<file path="src/rtl/spi_counter_pkg.sv">
// Shared frame geometry, command codes and FSM state type for the SPI counter receiver.
// Frame layout is [15:14] command, [13:0] counter payload, MSB first on the wire.
package spi_counter_pkg;
   localparam int DATA_W      = 14;
   localparam int FRAME_BITS  = 16;
   localparam int SYNC_STAGES = 2;
   localparam int CNT_W       = $clog2(FRAME_BITS + 2);

   localparam logic [1:0] CMD_COUNT = 2'b00;

   typedef enum logic [1:0] {
      IDLE,
      SHIFT,
      CHECK
   } spi_rx_state_t;
endpackage

</file>
<file path="src/rtl/spi_counter_slave_rx_if.sv">
// SPI pins plus the received-value path toward the display logic.
// The master modport is the SPI master/consumer side; slave is the receiver.
interface spi_counter_slave_rx_if;
   import spi_counter_pkg::*;

   logic              sclk;
   logic              mosi;
   logic              cs_n;
   logic              miso;
   logic [DATA_W-1:0] rx_data;
   logic              rx_valid;
   logic              frame_err;

   modport master (
      output sclk, mosi, cs_n,
      input  miso, rx_data, rx_valid, frame_err
   );

   modport slave (
      input  sclk, mosi, cs_n,
      output miso, rx_data, rx_valid, frame_err
   );
endinterface

</file>
<file path="src/rtl/spi_sync_edge.sv">
// Multi-flop synchronizer for an asynchronous input with registered rise/fall pulses.
// RESET_VAL lets idle-high inputs such as cs_n come out of reset without a false edge.
module spi_sync_edge #(
   parameter int   SYNC_STAGES = 2,
   parameter logic RESET_VAL   = 1'b0
) (
   input  logic clk,
   input  logic reset,
   input  logic async_in,
   output logic sync_out,
   output logic rise,
   output logic fall
);
   logic [SYNC_STAGES-1:0] sync_reg;
   logic                   prev_reg;
   logic                   rise_reg;
   logic                   fall_reg;

   always_ff @(posedge clk or posedge reset) begin
      if (reset) begin
         sync_reg <= {SYNC_STAGES{RESET_VAL}};
         prev_reg <= RESET_VAL;
         rise_reg <= 1'b0;
         fall_reg <= 1'b0;
      end else begin
         sync_reg <= {sync_reg[SYNC_STAGES-2:0], async_in};
         prev_reg <= sync_reg[SYNC_STAGES-1];
         rise_reg <= sync_reg[SYNC_STAGES-1] & ~prev_reg;
         fall_reg <= ~sync_reg[SYNC_STAGES-1] & prev_reg;
      end
   end

   assign sync_out = sync_reg[SYNC_STAGES-1];
   assign rise     = rise_reg;
   assign fall     = fall_reg;
endmodule

</file>
<file path="src/rtl/spi_counter_slave_rx.sv">
// SPI mode-0 slave receiving 16-bit counter frames in the clk domain.
// Accepted payloads are held on rx_data and echoed back on miso during the next frame.
module spi_counter_slave_rx
   import spi_counter_pkg::*;
#(
   parameter int SYNC_N = SYNC_STAGES
) (
   input  logic                  clk,
   input  logic                  reset,
   spi_counter_slave_rx_if.slave bus
);
   logic sclk_rise, sclk_fall, sclk_level_unused;
   logic cs_rise, cs_fall, cs_level_unused;
   logic mosi_sync, mosi_rise_unused, mosi_fall_unused;

   spi_sync_edge #(.SYNC_STAGES(SYNC_N), .RESET_VAL(1'b0)) u_sync_sclk (
      .clk(clk), .reset(reset), .async_in(bus.sclk),
      .sync_out(sclk_level_unused), .rise(sclk_rise), .fall(sclk_fall)
   );

   spi_sync_edge #(.SYNC_STAGES(SYNC_N), .RESET_VAL(1'b1)) u_sync_cs (
      .clk(clk), .reset(reset), .async_in(bus.cs_n),
      .sync_out(cs_level_unused), .rise(cs_rise), .fall(cs_fall)
   );

   spi_sync_edge #(.SYNC_STAGES(SYNC_N), .RESET_VAL(1'b0)) u_sync_mosi (
      .clk(clk), .reset(reset), .async_in(bus.mosi),
      .sync_out(mosi_sync), .rise(mosi_rise_unused), .fall(mosi_fall_unused)
   );

   spi_rx_state_t           state_reg;
   logic [CNT_W-1:0]        bit_cnt_reg;
   logic [FRAME_BITS-1:0]   rx_shift_reg;
   logic [FRAME_BITS-1:0]   tx_shift_reg;
   logic [DATA_W-1:0]       rx_data_reg;
   logic                    rx_valid_reg;
   logic                    frame_err_reg;
   logic                    miso_reg;

   logic                    frame_ok;
   logic [DATA_W-1:0]       rx_data_next;
   logic [FRAME_BITS-1:0]   tx_load;

   assign frame_ok     = (bit_cnt_reg == CNT_W'(FRAME_BITS)) &&
                         (rx_shift_reg[FRAME_BITS-1 -: 2] == CMD_COUNT);
   assign rx_data_next = frame_ok ? rx_shift_reg[DATA_W-1:0] : rx_data_reg;
   // The echo word is built from the value that will be held after CHECK, so a
   // frame that starts straight out of CHECK already returns the fresh value.
   assign tx_load      = {{(FRAME_BITS-DATA_W){1'b0}},
                          (state_reg == CHECK) ? rx_data_next : rx_data_reg};

   always_ff @(posedge clk or posedge reset) begin
      if (reset) begin
         state_reg     <= IDLE;
         bit_cnt_reg   <= '0;
         rx_shift_reg  <= '0;
         tx_shift_reg  <= '0;
         rx_data_reg   <= '0;
         rx_valid_reg  <= 1'b0;
         frame_err_reg <= 1'b0;
         miso_reg      <= 1'b0;
      end else begin
         rx_valid_reg  <= 1'b0;
         frame_err_reg <= 1'b0;
         case (state_reg)
            IDLE: begin
               if (cs_fall) begin
                  state_reg    <= SHIFT;
                  bit_cnt_reg  <= '0;
                  rx_shift_reg <= '0;
                  tx_shift_reg <= tx_load;
                  miso_reg     <= tx_load[FRAME_BITS-1];
               end
            end
            SHIFT: begin
               // cs_n edges win over a coincident sclk edge
               if (cs_rise) begin
                  state_reg <= CHECK;
                  miso_reg  <= 1'b0;
               end else if (sclk_rise) begin
                  rx_shift_reg <= {rx_shift_reg[FRAME_BITS-2:0], mosi_sync};
                  if (bit_cnt_reg != CNT_W'(FRAME_BITS + 1))
                     bit_cnt_reg <= bit_cnt_reg + 1'b1;
               end else if (sclk_fall) begin
                  tx_shift_reg <= {tx_shift_reg[FRAME_BITS-2:0], 1'b0};
                  miso_reg     <= tx_shift_reg[FRAME_BITS-2];
               end
            end
            CHECK: begin
               rx_data_reg   <= rx_data_next;
               rx_valid_reg  <= frame_ok;
               frame_err_reg <= ~frame_ok;
               if (cs_fall) begin
                  state_reg    <= SHIFT;
                  bit_cnt_reg  <= '0;
                  rx_shift_reg <= '0;
                  tx_shift_reg <= tx_load;
                  miso_reg     <= tx_load[FRAME_BITS-1];
               end else begin
                  state_reg <= IDLE;
               end
            end
            default: state_reg <= IDLE;
         endcase
      end
   end

   assign bus.miso      = miso_reg;
   assign bus.rx_data   = rx_data_reg;
   assign bus.rx_valid  = rx_valid_reg;
   assign bus.frame_err = frame_err_reg;
endmodule

</file>
<file path="src/flat_wrapper.sv">
// flat-port wrapper written by rule: the top's interface ports become plain ports
module spi_counter_slave_rx_flat import spi_counter_pkg::*;
#(
   parameter int SYNC_N = SYNC_STAGES
)
  (clk, reset, bus_sclk, bus_mosi, bus_cs_n, bus_miso, bus_rx_data, bus_rx_valid, bus_frame_err);
  spi_counter_slave_rx_if bus_i ();
  input  logic clk;
  input  logic reset;
  input wire logic [$bits(bus_i.sclk)-1:0] bus_sclk;
  input wire logic [$bits(bus_i.mosi)-1:0] bus_mosi;
  input wire logic [$bits(bus_i.cs_n)-1:0] bus_cs_n;
  output wire logic [$bits(bus_i.miso)-1:0] bus_miso;
  output wire logic [$bits(bus_i.rx_data)-1:0] bus_rx_data;
  output wire logic [$bits(bus_i.rx_valid)-1:0] bus_rx_valid;
  output wire logic [$bits(bus_i.frame_err)-1:0] bus_frame_err;
  assign bus_i.sclk = bus_sclk;
  assign bus_i.mosi = bus_mosi;
  assign bus_i.cs_n = bus_cs_n;
  assign bus_miso = bus_i.miso;
  assign bus_rx_data = bus_i.rx_data;
  assign bus_rx_valid = bus_i.rx_valid;
  assign bus_frame_err = bus_i.frame_err;
  spi_counter_slave_rx #(.SYNC_N(SYNC_N)) u_core (.clk(clk), .reset(reset), .bus(bus_i));
endmodule
</file>
<file path="config.mk">
export PLATFORM = sky130hd
export DESIGN_NAME = spi_counter_slave_rx_flat
export DESIGN_NICKNAME = d
export VERILOG_FILES = /design/src/rtl/spi_counter_pkg.sv /design/src/rtl/spi_counter_slave_rx_if.sv /design/src/rtl/spi_sync_edge.sv /design/src/rtl/spi_counter_slave_rx.sv /design/src/flat_wrapper.sv
export SDC_FILE = /design/constraint.sdc
export NUM_CORES = 1
export LEC_CHECK = 0
export ABC_AREA = 1
export BUFFER_PORTS_ARGS = -buffer_cell sky130_fd_sc_hd__buf_2
export CAP_MARGIN = 10
export CORE_UTILIZATION = 44
export DETAILED_ROUTE_END_ITERATION = 8
export PLACE_DENSITY = 0.57
export SLEW_MARGIN = 20
export SYNTH_ARGS = -nofsm -noshare
export SYNTH_HDL_FRONTEND = slang
export SYNTH_SLANG_ARGS = --single-unit
</file>
<file path="constraint.sdc">
create_clock -name clk -period 2 [get_ports clk]
set_input_delay 0.1 -clock clk [delete_from_list [all_inputs] [get_ports clk]]
set_output_delay 0.1 -clock clk [all_outputs]
set_load 0.005 [all_outputs]
</file>
==> results of run 1 <==
final cells by class:
cell class,count,area (um^2)
Inverter,23,91.3
Multi-Input combinational cell,223,1100
Clock buffer,13,169
Clock inverter,2,10.0
Timing Repair Buffer,31,203
Tap cell,77,96.3
Fill cell,618,3110
Sequential cell,67,1680
kinds of logic (layout without fill, tap and decap cells):
kind of cell | count (synthesis) | in the layout
buffers and inverters | 38 | 69
AOI/OAI and AO/OA | 23 | 23
DFF | 67 | 67
adders and majority gates | 3 | 3
xor gates and xnor gates | 3 | 3
and+or+nand+nor | 194 | 194
stage by stage:
| step | worst slack [ns] | total power, mW | instances |
|---|---|---|---|
| floorplan | 0.222 | 2.24 | 328 |
| global placement | 0.346 | 2.33 | 417 |
| detailed placement | 0.275 | 2.34 | 417 |
| CTS | 0.277 | 3.39 | 436 |
| global route | 0.243 | 3.57 | 436 |
| finish | 0.417 | 3.34 | 436 |
power groups by stage:
stage	logic (mW)	clock network, mW	registers, mW
after global routing	0.758	1.12	1.69
after CTS	0.659	1.06	1.67
after detailed placement	0.652	0	1.69
after global placement	0.639	0	1.69
final	0.650	1.02	1.67
after floorplan	0.584	0	1.66
path summary, 6_finish.rpt:
| check | from | endpoint | slack, ns | cells after the start |
|---|---|---|---|---|
| setup / recovery | u_core.bit_cnt_reg[0] | u_core.tx_shift_reg[9] | 0.42 | 9 |
| hold / removal | reset | u_core.tx_shift_reg[10] | 0.32 | 3 |
| setup reg to reg | u_core.bit_cnt_reg[0] | u_core.tx_shift_reg[9] | 0.42 | 9 |
| hold reg to reg | u_core.u_sync_mosi.sync_reg[0] | u_core.u_sync_mosi.sync_reg[1] | 0.36 | 0 |
| max in group asynchronous | reset | u_core.tx_shift_reg[1] | 1.08 | 4 |
| min in group clk | u_core.u_sync_mosi.sync_reg[0] | u_core.u_sync_mosi.sync_reg[1] | 0.36 | 0 |
critical path, delay by kind of cell (launching register included):
family | cells | cell delay [ns]
buffers and inverters | 2 | 0.31
adders and majority gates | 1 | 0.14
and+or+nand+nor | 6 | 0.64
DFF | 1 | 0.43
per-layer routing:
metal  share of wire (%)  GRT usage [%]  vias up
met5                   0              0        -
met4                0.80           6.01        0
met3                 4.5           5.90        4
met2                  48           31.1       41
met1                  47           22.4     1004
li1                    -              -     1083
cell usage after synthesis, types with 3 or more instances:
master,number,area share (%)
buf_2,4,0.67
buf_6,7,2.6
dfrtp_1,64,54
dfstp_2,3,2.6
ha_1,3,1.3
inv_1,20,2.5
nand2_1,114,14
nand3_1,20,3.4
nand4_1,14,2.9
nor2_1,36,4.5
o21ai_0,8,1.3
o21ai_2,11,3.2
==> impl_metrics.py, run 1 <==
metrics = {
    "status": {
        "status": "finished with violations",
        "failed_checks": "DRC",
    },
    "clocking": {
        "cts_resized": 0,
        "cts_buffers": 9,
        "cts_tree": "built",
        "clock-sinks": 67,
        "clk_path_buf_depth": 2,
        "ctsHtreeMaxLevel": 3,
        "insertion_delay_ns": 0.34,
        "cts.clk_slew.worst_paths_ns": 0.07,
        "post-cts-setup-buffers": 0,
        "cts-root-buf": "clkbuf_8",
        "hold_buffers": 4,
    },
    "synth": {
        "synth_top_family_by_area": "simple AND/OR/NAND/NOR gates",
        "seq_area_frac_synth_pct": 56.3,
        "avgSynthCellArea_um2": 9.09,
        "ys_async_sr_fraction_pct": 100,
        "synth_adder_area_share_pct": 1.26,
        "synth-main-ff-cell": "dfrtp_1",
        "synth_compound_area_share_pct": 5.58,
        "ys_seq_elements": 67,
        "synth_xor_area_share_pct": 0.881,
        "synthCells": 328,
        "yosys_warnings": 0,
        "synth_cell_type_count": 27,
        "syn_nets": 336,
        "netlist_area_mm2": 0.00298,
        "synth_edf_count": 0,
        "synthSimpleGateAreaFrac_pct": 28.8,
        "synth_mux_area_share_pct": 0,
    },
    "global_route": {
        "antenna_found_initial": 0,
        "overflow": 0,
        "grt_pass1_vias": 2126,
        "grt_max_degree": 50,
        "grt_pass1_wl_mm": 9.99,
        "grt_usage_pct": 18.4,
    },
    "power_and_ir_drop": {
        "leakage_nw": 1.80,
        "p_sw_mw": 1.03,
        "clkPwrFrac_pct": 30.6,
        "p_comb_share_pct": 19.5,
        "irDropWorstVdd_v": 0.000582,
        "p_seq_share_pct": 50.0,
        "switching_share_pct": 30.9,
        "power.density_mw_per_mm2": 999,
        "p_int_mw": 2.31,
    },
    "route": {
        "drtIter0Drc": 138,
        "viasPerCell": 4.89,
        "vias": 2132,
        "postRouteAntennaNets": 0,
        "drc": 6,
        "avgRoutedWirePerCell_um": 13.2,
        "first_pass_iters": 6,
        "wl_mm": 5.74,
    },
    "timing": {
        "tns_ns": 0,
        "hold_violations": 0,
        "relSlewSlack_pct": 54.9,
        "fin_crit_sh_pct": 79.2,
        "slew_violations": 0,
        "worstMarginPinSlew_ns": 0.675,
        "final-setup-viol-count": 0,
        "finalCriticalPeriod_ns": 1.58,
        "rsz0062_at_grt": "false",
        "fmax_mhz": 632,
        "hold_ws_ns": 0.317,
        "fin_skew_ns": 0.00676,
    },
    "layout": {
        "largest_reg_flops": 16,
        "layout_common_cells": "nand2_1 (114), dfrtp_1 (64), nor2_1 (36)",
        "drive_above_1_share_pct": 18.9,
        "syn2layout_area_growth_pct": 12.2,
        "fin_nets": 363,
        "final_core_util_pct": 51.8,
        "antenna_cells": 0,
        "finalInstanceArea_mm2": 0.00335,
        "final_common_cell": "nand2_1",
    },
    "die": {
        "die_w_um": 84.3,
        "dieArea_mm2": 0.00711,
        "die_height_um": 84.3,
        "start_util_pct": 46.2,
        "rows": 29,
        "num_io_pins": 22,
        "fp.coreArea_mm2": 0.00646,
    },
    "critical_path": {
        "cp_max_fo": 14,
        "crit_type": "flop to flop",
        "crit_top_cell": "nand2_1",
        "crit_required_ns": 2.28,
        "end_kind": "flop",
        "cpMaxStageDelayCell": "dfrtp_1",
        "max_stage_delay_ns": 0.43,
        "critical_path.cell_chain": "inv_1, ha_1, nand2_1, nor2_4, buf_4, nand4_1, nand3_1, nand2_1, nand2_1",
        "crit_arrival_ns": 1.86,
        "crit_path_start_kind": "flop",
    },
    "job": {
        "max_cap_viol_count": 0,
    },
    "place": {
        "gp_congestion": 0.858,
        "place_area_mm2": 0.00312,
        "portBuffers": 21,
        "hpwl_mm": 3.75,
    },
    "worst_hold_path": {
        "hold_path.class": "input pin to async pin",
    },
}
Power figures use the tool's default switching activity.
==> run 2: changes to the inputs <==
--- a/config.mk
+++ b/config.mk
@@ -5,12 +5,12 @@
 export SDC_FILE = /design/constraint.sdc
 export NUM_CORES = 1
 export LEC_CHECK = 0
-export ABC_AREA = 1
+export ABC_AREA = 0
 export BUFFER_PORTS_ARGS = -buffer_cell sky130_fd_sc_hd__buf_2
 export CAP_MARGIN = 10
 export CORE_UTILIZATION = 44
 export DETAILED_ROUTE_END_ITERATION = 8
-export PLACE_DENSITY = 0.57
+export PLACE_DENSITY = 0.6
 export SLEW_MARGIN = 20
 export SYNTH_ARGS = -nofsm -noshare
 export SYNTH_HDL_FRONTEND = slang
==> constraint.sdc (replaced) <==
create_clock -name clk -period 1.4 [get_ports clk]
set_input_delay 0.07 -clock clk [delete_from_list [all_inputs] [get_ports clk]]
set_output_delay 0.07 -clock clk [all_outputs]
set_load 0.005 [all_outputs]
==> run 2 against run 1 <==
  * The flow finishes with violations (setup timing)
  * Sequential share of layout area is 5.0 points lower
  * Synthesized cell count decreased by 30%
  * Routed wire length fell by 8.8%
  * Die area shrank 4.7%
  * Sequential power is 38% higher
  * Clock skew is 0.0024 ns lower
  * Final cell count is 13% lower
  * Combinational power is 80% higher
  * Total power rose by 55%
  * Largest cell class unchanged
  * Largest power group unchanged
==> impl_metrics.py, run 2 <==
metrics = {
    "status": {
        "status": "finished with violations",
        "failed_checks": "setup timing",
    },
    "timing": {
        "hold_violations": 0,
        "fin_crit_sh_pct": 112,
        "final-setup-viol-count": 48,
        "fin_skew_ns": 0.00441,
        "slew_violations": 0,
        "rsz0062_at_grt": "true",
        "relSlewSlack_pct": 65.8,
        "finalCriticalPeriod_ns": 1.57,
        "worstMarginPinSlew_ns": 0.511,
        "setup_slack_ns": -0.174,
        "fmax_mhz": 635,
    },
    "route": {
        "first_pass_iters": 4,
        "vias": 1853,
        "drc": 0,
        "avgRoutedWirePerCell_um": 13.8,
        "drtIter0Drc": 89,
        "postRouteAntennaNets": 0,
        "wl_mm": 5.23,
        "viasPerCell": 4.88,
    },
    "worst_hold_path": {
        "hold_path.class": "input pin to async pin",
    },
    "power_and_ir_drop": {
        "p_seq_share_pct": 44.3,
        "p_int_mw": 3.84,
        "p_comb_share_pct": 22.5,
        "power.density_mw_per_mm2": 1390,
        "leakage_nw": 1.88,
        "irDropWorstVdd_v": 0.000904,
        "switching_share_pct": 25.8,
        "clkPwrFrac_pct": 33.2,
        "p_sw_mw": 1.33,
    },
    "synth": {
        "ys_async_sr_fraction_pct": 100,
        "synth_edf_count": 0,
        "synth_cell_type_count": 35,
        "syn_nets": 239,
        "synth_top_cell_area_share_pct": 56.4,
        "netlist_area_mm2": 0.00284,
        "yosys-top-cells-count": "dfrtp_1 (64), nand2_1 (37), mux2_2 (18), nand3_1 (18), o21a_1 (13)",
        "avgSynthCellArea_um2": 12.3,
        "ys_seq_elements": 67,
        "yosysMostFrequentCell": "dfrtp_1",
        "seq_area_frac_synth_pct": 59.2,
        "synth-main-ff-cell": "dfrtp_1",
        "yosys_warnings": 0,
        "netlist_top_cells_area": "dfrtp_1 (56%), mux2_2 (7.1%), nand2_1 (4.9%)",
        "synthCells": 231,
        "yosysTopAreaCell": "dfrtp_1",
    },
    "job": {
        "max_cap_viol_count": 0,
    },
    "layout": {
        "fin_nets": 308,
        "final_core_util_pct": 61.4,
        "layout_common_cells": "dfrtp_1 (64), nand2_1 (36), buf_4 (27)",
        "final_common_cell": "dfrtp_1",
        "stdcell_count": 380,
        "largest_reg_flops": 16,
        "antenna_cells": 0,
        "drive_above_1_share_pct": 42.6,
        "syn2layout_area_growth_pct": 31.0,
    },
    "global_route": {
        "grt_pass1_wl_mm": 8.90,
        "grt_max_degree": 31,
        "antenna_found_initial": 0,
        "gr-usage-met3_pct": 3.30,
        "grt_use_met1_pct": 23.3,
        "grt_usage_pct": 18.3,
        "gr-usage-met2_pct": 28.4,
        "grt_pass1_vias": 1945,
        "overflow": 0,
        "grt_busiest_layer": "met2",
    },
    "critical_path": {
        "cp_max_fo": 4,
        "cpMaxStageDelayCell": "dfrtp_1",
        "crit_arrival_ns": 1.81,
        "path_buf_inv": 1,
        "path_delay_family": "simple AND/OR/NAND/NOR gates",
        "crit_type": "flop to flop",
        "critical_path.cell_chain": "nor3b_4, nand4_4, buf_6, mux2_4, o21a_1",
        "end_kind": "flop",
        "max_stage_delay_ns": 0.40,
        "crit_path_start_kind": "flop",
        "crit_required_ns": 1.64,
    },
    "place": {
        "gp_congestion": 0.724,
        "placed_cells": 346,
        "hpwl_mm": 3.52,
        "portBuffers": 21,
    },
    "die": {
        "dieArea_mm2": 0.00678,
        "start_util_pct": 46.9,
        "rows": 28,
        "num_io_pins": 22,
        "die_height_um": 82.3,
        "die_w_um": 82.3,
        "fp.coreArea_mm2": 0.00606,
    },
    "clocking": {
        "cts.clk_slew.worst_paths_ns": 0.07,
        "insertion_delay_ns": 0.34,
        "cts_buffers": 9,
        "cts-root-buf": "clkbuf_8",
        "cts_tree": "built",
        "clk_path_buf_depth": 2,
        "ctsHtreeMaxLevel": 3,
        "clock-sinks": 67,
    },
}
run 2: cell count changes in the layout (fill, tap and decap cells not counted), sizes merged, moves of 3 or more:
| cell | delta |
|---|---|
| o21ai | -16 |
| nand4 | -13 |
| buf | +37 |
| nand3 | -3 |
| nand2b | +11 |
| nor2 | -35 |
| mux2 | +27 |
| nand2 | -81 |
| o21a | +11 |
| nor2b | +6 |
| inv | -15 |
run 2: area by class of cell:
| class | instances | area [um^2] |
|---|---|---|
| Fill cell | 492 | 2340 |
| Sequential cell | 67 | 1680 |
| Multi-Input combinational cell | 145 | 1140 |
| Timing Repair Buffer | 68 | 558 |
| Clock buffer | 11 | 131 |
| Tap cell | 75 | 93.8 |
| Clock inverter | 5 | 77.6 |
| Inverter | 9 | 37.5 |
run 2: kinds of logic after synthesis:
family,Yosys count,synth area share [%]
and+or+nand+nor,87,16.2
DFF,67,59.2
muxes,29,12.6
AOI/OAI and AO/OA,24,6.74
buffers and inverters,19,3.39
adders and majority gates,3,1.32
xor gates and xnor gates,2,0.617
run 2: through the flow:
stage | TNS, ns | worst slack [ns] | hold WS, ns | cell area [um^2] | total power, mW
2_1_floorplan | -2.43 | -0.187 | 0.0745 | 2850 | 3.02
3_3_place_gp | -4.27 | -0.227 | 0.137 | 3220 | 3.32
3_5_place_dp | -5.42 | -0.265 | 0.135 | 3220 | 3.35
4_1_cts | -2.31 | -0.172 | 0.323 | 3620 | 5.18
5_1_grt | -6.76 | -0.249 | 0.352 | 3720 | 5.46
6_report | -4.13 | -0.174 | 0.312 | 3720 | 5.18
run 2: per-layer routing:
layer / up-vias / wire, um
li1: 915 / -
met1: 899 / 2480
met2: 24 / 2480
met3: 15 / 118
met4: 0 / 153
met5: - / 0
run 2: final timing paths:
check	start	end	slack, ns	depth (start not counted)
max	u_core.bit_cnt_reg[3]	u_core.tx_shift_reg[1]	-0.17	5
min	reset	u_core.rx_shift_reg[15]	0.31	3
max reg2reg	u_core.bit_cnt_reg[3]	u_core.tx_shift_reg[1]	-0.17	5
min reg2reg	u_core.u_sync_sclk.sync_reg[0]	u_core.u_sync_sclk.sync_reg[1]	0.35	0
max in group asynchronous	reset	u_core.u_sync_cs.sync_reg[1]	0.57	4
min in group clk	u_core.u_sync_sclk.sync_reg[0]	u_core.u_sync_sclk.sync_reg[1]	0.35	0
run 2: power by group through the flow:
| stage | sequential [mW] | clock, mW | combinational [mW] |
|---|---|---|---|
| 3_5_place_dp | 2.33 | 0 | 1.02 |
| 5_1_grt | 2.33 | 1.84 | 1.30 |
| 6_report | 2.30 | 1.72 | 1.17 |
| 3_3_place_gp | 2.32 | 0 | 0.999 |
| 4_1_cts | 2.29 | 1.76 | 1.13 |
| 2_1_floorplan | 2.31 | 0 | 0.710 |
run 2: tightest hold or removal path, cell delays in order:
cell and delay [ns]:
dlygate4sd3_1 0.53, buf_2 0.13, clkinvlp_4 0.35
run 2: what timing repair did:
item / in CTS / in global routing
pin swaps: 5 / 9
setup endpoints to repair: 44 / 49
hold buffers: 4 / 0
gates resized for setup: 15 / 19
hold endpoints to repair: 21 / 0
setup buffers: 11 / 3
==> run 3: changes to the inputs <==
--- a/config.mk
+++ b/config.mk
@@ -8,9 +8,9 @@
 export ABC_AREA = 0
 export BUFFER_PORTS_ARGS = -buffer_cell sky130_fd_sc_hd__buf_2
 export CAP_MARGIN = 10
-export CORE_UTILIZATION = 44
+export CORE_UTILIZATION = 40
 export DETAILED_ROUTE_END_ITERATION = 8
-export PLACE_DENSITY = 0.6
+export PLACE_DENSITY = 0.55
 export SLEW_MARGIN = 20
 export SYNTH_ARGS = -nofsm -noshare
 export SYNTH_HDL_FRONTEND = slang
==> run 3 against run 2 <==
  * The flow still finishes with violations (setup timing)
  * Hold slack improved by 0.037 ns
  * Combinational power decreased by 3%
  * Routed wire length about the same
  * Non-clock buffer count decreased by 9
  * Die area increased by 9.7%
  * Global-route usage is 2.5 points lower
  * Clock power shrank 12%
  * Critical endpoint is now u_core.tx_shift_reg[9]
  * Highest routed layer unchanged
==> impl_metrics.py, run 3 (same netlist as run 2, synthesis figures left out) <==
metrics = {
    "critical_path": {
        "crit_required_ns": 1.63,
        "cpMaxStageDelayCell": "dfrtp_1",
        "crit_arrival_ns": 1.80,
        "path_delay_family": "simple AND/OR/NAND/NOR gates",
        "crit_start": "u_core.bit_cnt_reg[3]",
        "critical_path.cell_chain": "nor3b_4, nand4_4, buf_12, mux2_4, o21a_1",
        "ff2ff_setup_slack_ns": -0.18,
        "reg2reg_to": "u_core.tx_shift_reg[9]",
        "cp_max_fo": 11,
        "crit_path_start_kind": "flop",
        "end_kind": "flop",
        "worst-r2r-cell-count": 5,
        "r2r_start": "u_core.bit_cnt_reg[3]",
        "path_buf_inv": 1,
        "max_stage_delay_ns": 0.41,
        "crit_type": "flop to flop",
    },
    "route": {
        "first_pass_iters": 4,
        "postRouteAntennaNets": 0,
        "wl_mm": 5.24,
        "drc": 0,
        "vias": 1797,
        "drtIter0Drc": 100,
        "avgRoutedWirePerCell_um": 13.4,
        "viasPerCell": 4.58,
    },
    "power_and_ir_drop": {
        "p_comb_share_pct": 22.8,
        "p_int_mw": 3.63,
        "p_seq_share_pct": 46.4,
        "p_total_mw": 4.94,
        "p_sw_mw": 1.32,
        "clkPwrFrac_pct": 30.8,
        "leakage_nw": 1.81,
        "power.density_mw_per_mm2": 1380,
        "irDropWorstVdd_v": 0.000758,
        "switching_share_pct": 26.7,
    },
    "clocking": {
        "cts.clk_slew.worst_paths_ns": 0.07,
        "cts_buffers": 9,
        "insertion_delay_ns": 0.34,
        "clk_path_buf_depth": 2,
        "cts-root-buf": "clkbuf_8",
        "cts_tree": "built",
        "ctsHtreeMaxLevel": 3,
        "clock-sinks": 67,
    },
    "timing": {
        "fmax_mhz": 634,
        "worstMarginPinSlew_ns": 0.363,
        "setup_slack_ns": -0.176,
        "rsz0062_at_grt": "true",
        "final-setup-viol-count": 24,
        "relSlewSlack_pct": 75.8,
        "fin_skew_ns": 0.00860,
        "finalCriticalPeriod_ns": 1.58,
        "slew_violations": 0,
        "fin_crit_sh_pct": 113,
        "hold_violations": 0,
    },
    "status": {
        "failed_checks": "setup timing",
        "status": "finished with violations",
    },
    "layout": {
        "largest_reg_flops": 16,
        "stdcell_count": 392,
        "drive_above_1_share_pct": 37.8,
        "fin_nets": 299,
        "fill_cells": 636,
        "layout_common_cells": "dfrtp_1 (64), nand2_1 (37), buf_4 (27)",
        "antenna_cells": 0,
        "syn2layout_area_growth_pct": 26.5,
        "final_common_cell": "dfrtp_1",
    },
    "place": {
        "gp_congestion": 0.706,
        "hpwl_mm": 3.30,
        "placed_cells": 364,
        "portBuffers": 21,
        "dp_slack_ns": -0.173,
    },
    "global_route": {
        "antenna_found_initial": 0,
        "overflow": 0,
        "grt_pass1_wl_mm": 8.69,
        "grt_usage_pct": 15.7,
        "grt_max_degree": 68,
        "grt_pass1_vias": 1814,
    },
    "die": {
        "fp.coreArea_mm2": 0.00683,
        "die_w_um": 86.3,
        "rows": 30,
        "start_util_pct": 41.6,
        "die_height_um": 86.3,
        "num_io_pins": 22,
        "dieArea_mm2": 0.00744,
    },
    "job": {
        "max_cap_viol_count": 0,
    },
    "worst_hold_path": {
        "hold_path.class": "input pin to async pin",
    },
}
==> run 3: cell count changes in the layout (fill, tap and decap cells not counted), sizes merged <==
cell / previous run / this run
buf: 64 / 55
bufinv: 2 / 1
clkinvlp: 2 / 3
==> run 3: power groups by stage <==
| stage | logic, mW | registers [mW] | clock network (mW) |
|---|---|---|---|
| 2_1_floorplan | 0.710 | 2.31 | 0 |
| 3_3_place_gp | 0.997 | 2.33 | 0 |
| 3_5_place_dp | 1.00 | 2.33 | 0 |
| 4_1_cts | 1.09 | 2.29 | 1.57 |
| 5_1_grt | 1.24 | 2.32 | 1.64 |
| 6_report | 1.13 | 2.29 | 1.52 |
==> run 3: routing by layer <==
layer | track usage, % | wire length [um] | up-vias
met5 | 0 | 0 | -
met2 | 24.1 | 2450 | 25
met1 | 20.9 | 2550 | 869
li1 | - | - | 899
met3 | 5.71 | 188 | 4
met4 | 5.00 | 48 | 0
==> run 3: cell type report <==
cell class	count	area, um^2	area share (%)
Multi-Input combinational cell	145	1120	31.3
Clock inverter	5	55.1	1.53
Timing Repair Buffer	59	444	12.4
Sequential cell	67	1680	46.8
Inverter	9	37.5	1.04
Clock buffer	11	131	3.66
Tap cell	96	120	3.34
==> run 3: worst min-delay path, delay by kind of cell <==
| family | cells | cell delay, ns |
|---|---|---|
| buf+inv | 4 | 1.03 |
==> run 3: what timing repair did <==
| item | CTS | global route |
|---|---|---|
| setup endpoints to repair | 43 | 40 |
| hold buffers | 4 | 0 |
| endpoints found under the hold margin | 67 | 0 |
| resized for setup | 9 | 6 |
| buffers inserted | 8 | 1 |
| pin swaps | 3 | 5 |
==> run 3: stage by stage <==
step	cell area [um^2]	utilization, %	TNS, ns	hold WS (ns)
floorplan	2850	-	-2.43	0.0745
detailed placement	3230	47.2	-2.41	0.177
CTS	3550	52.0	-2.06	0.347
global route	3590	52.6	-3.60	0.354
global placement	3230	47.2	-2.27	0.176
finish	3590	52.6	-2.20	0.350
==> run 3: worst max path at each step <==
| stage | to | cells after the start |
|---|---|---|
| after CTS | u_core.tx_shift_reg[9] | 5 |
| final | u_core.tx_shift_reg[9] | 5 |
| after detailed placement | u_core.tx_shift_reg[9] | 6 |
| after floorplan | u_core.tx_shift_reg[1] | 5 |
| after global routing | u_core.tx_shift_reg[4] | 5 |
| after global placement | u_core.tx_shift_reg[10] | 5 |
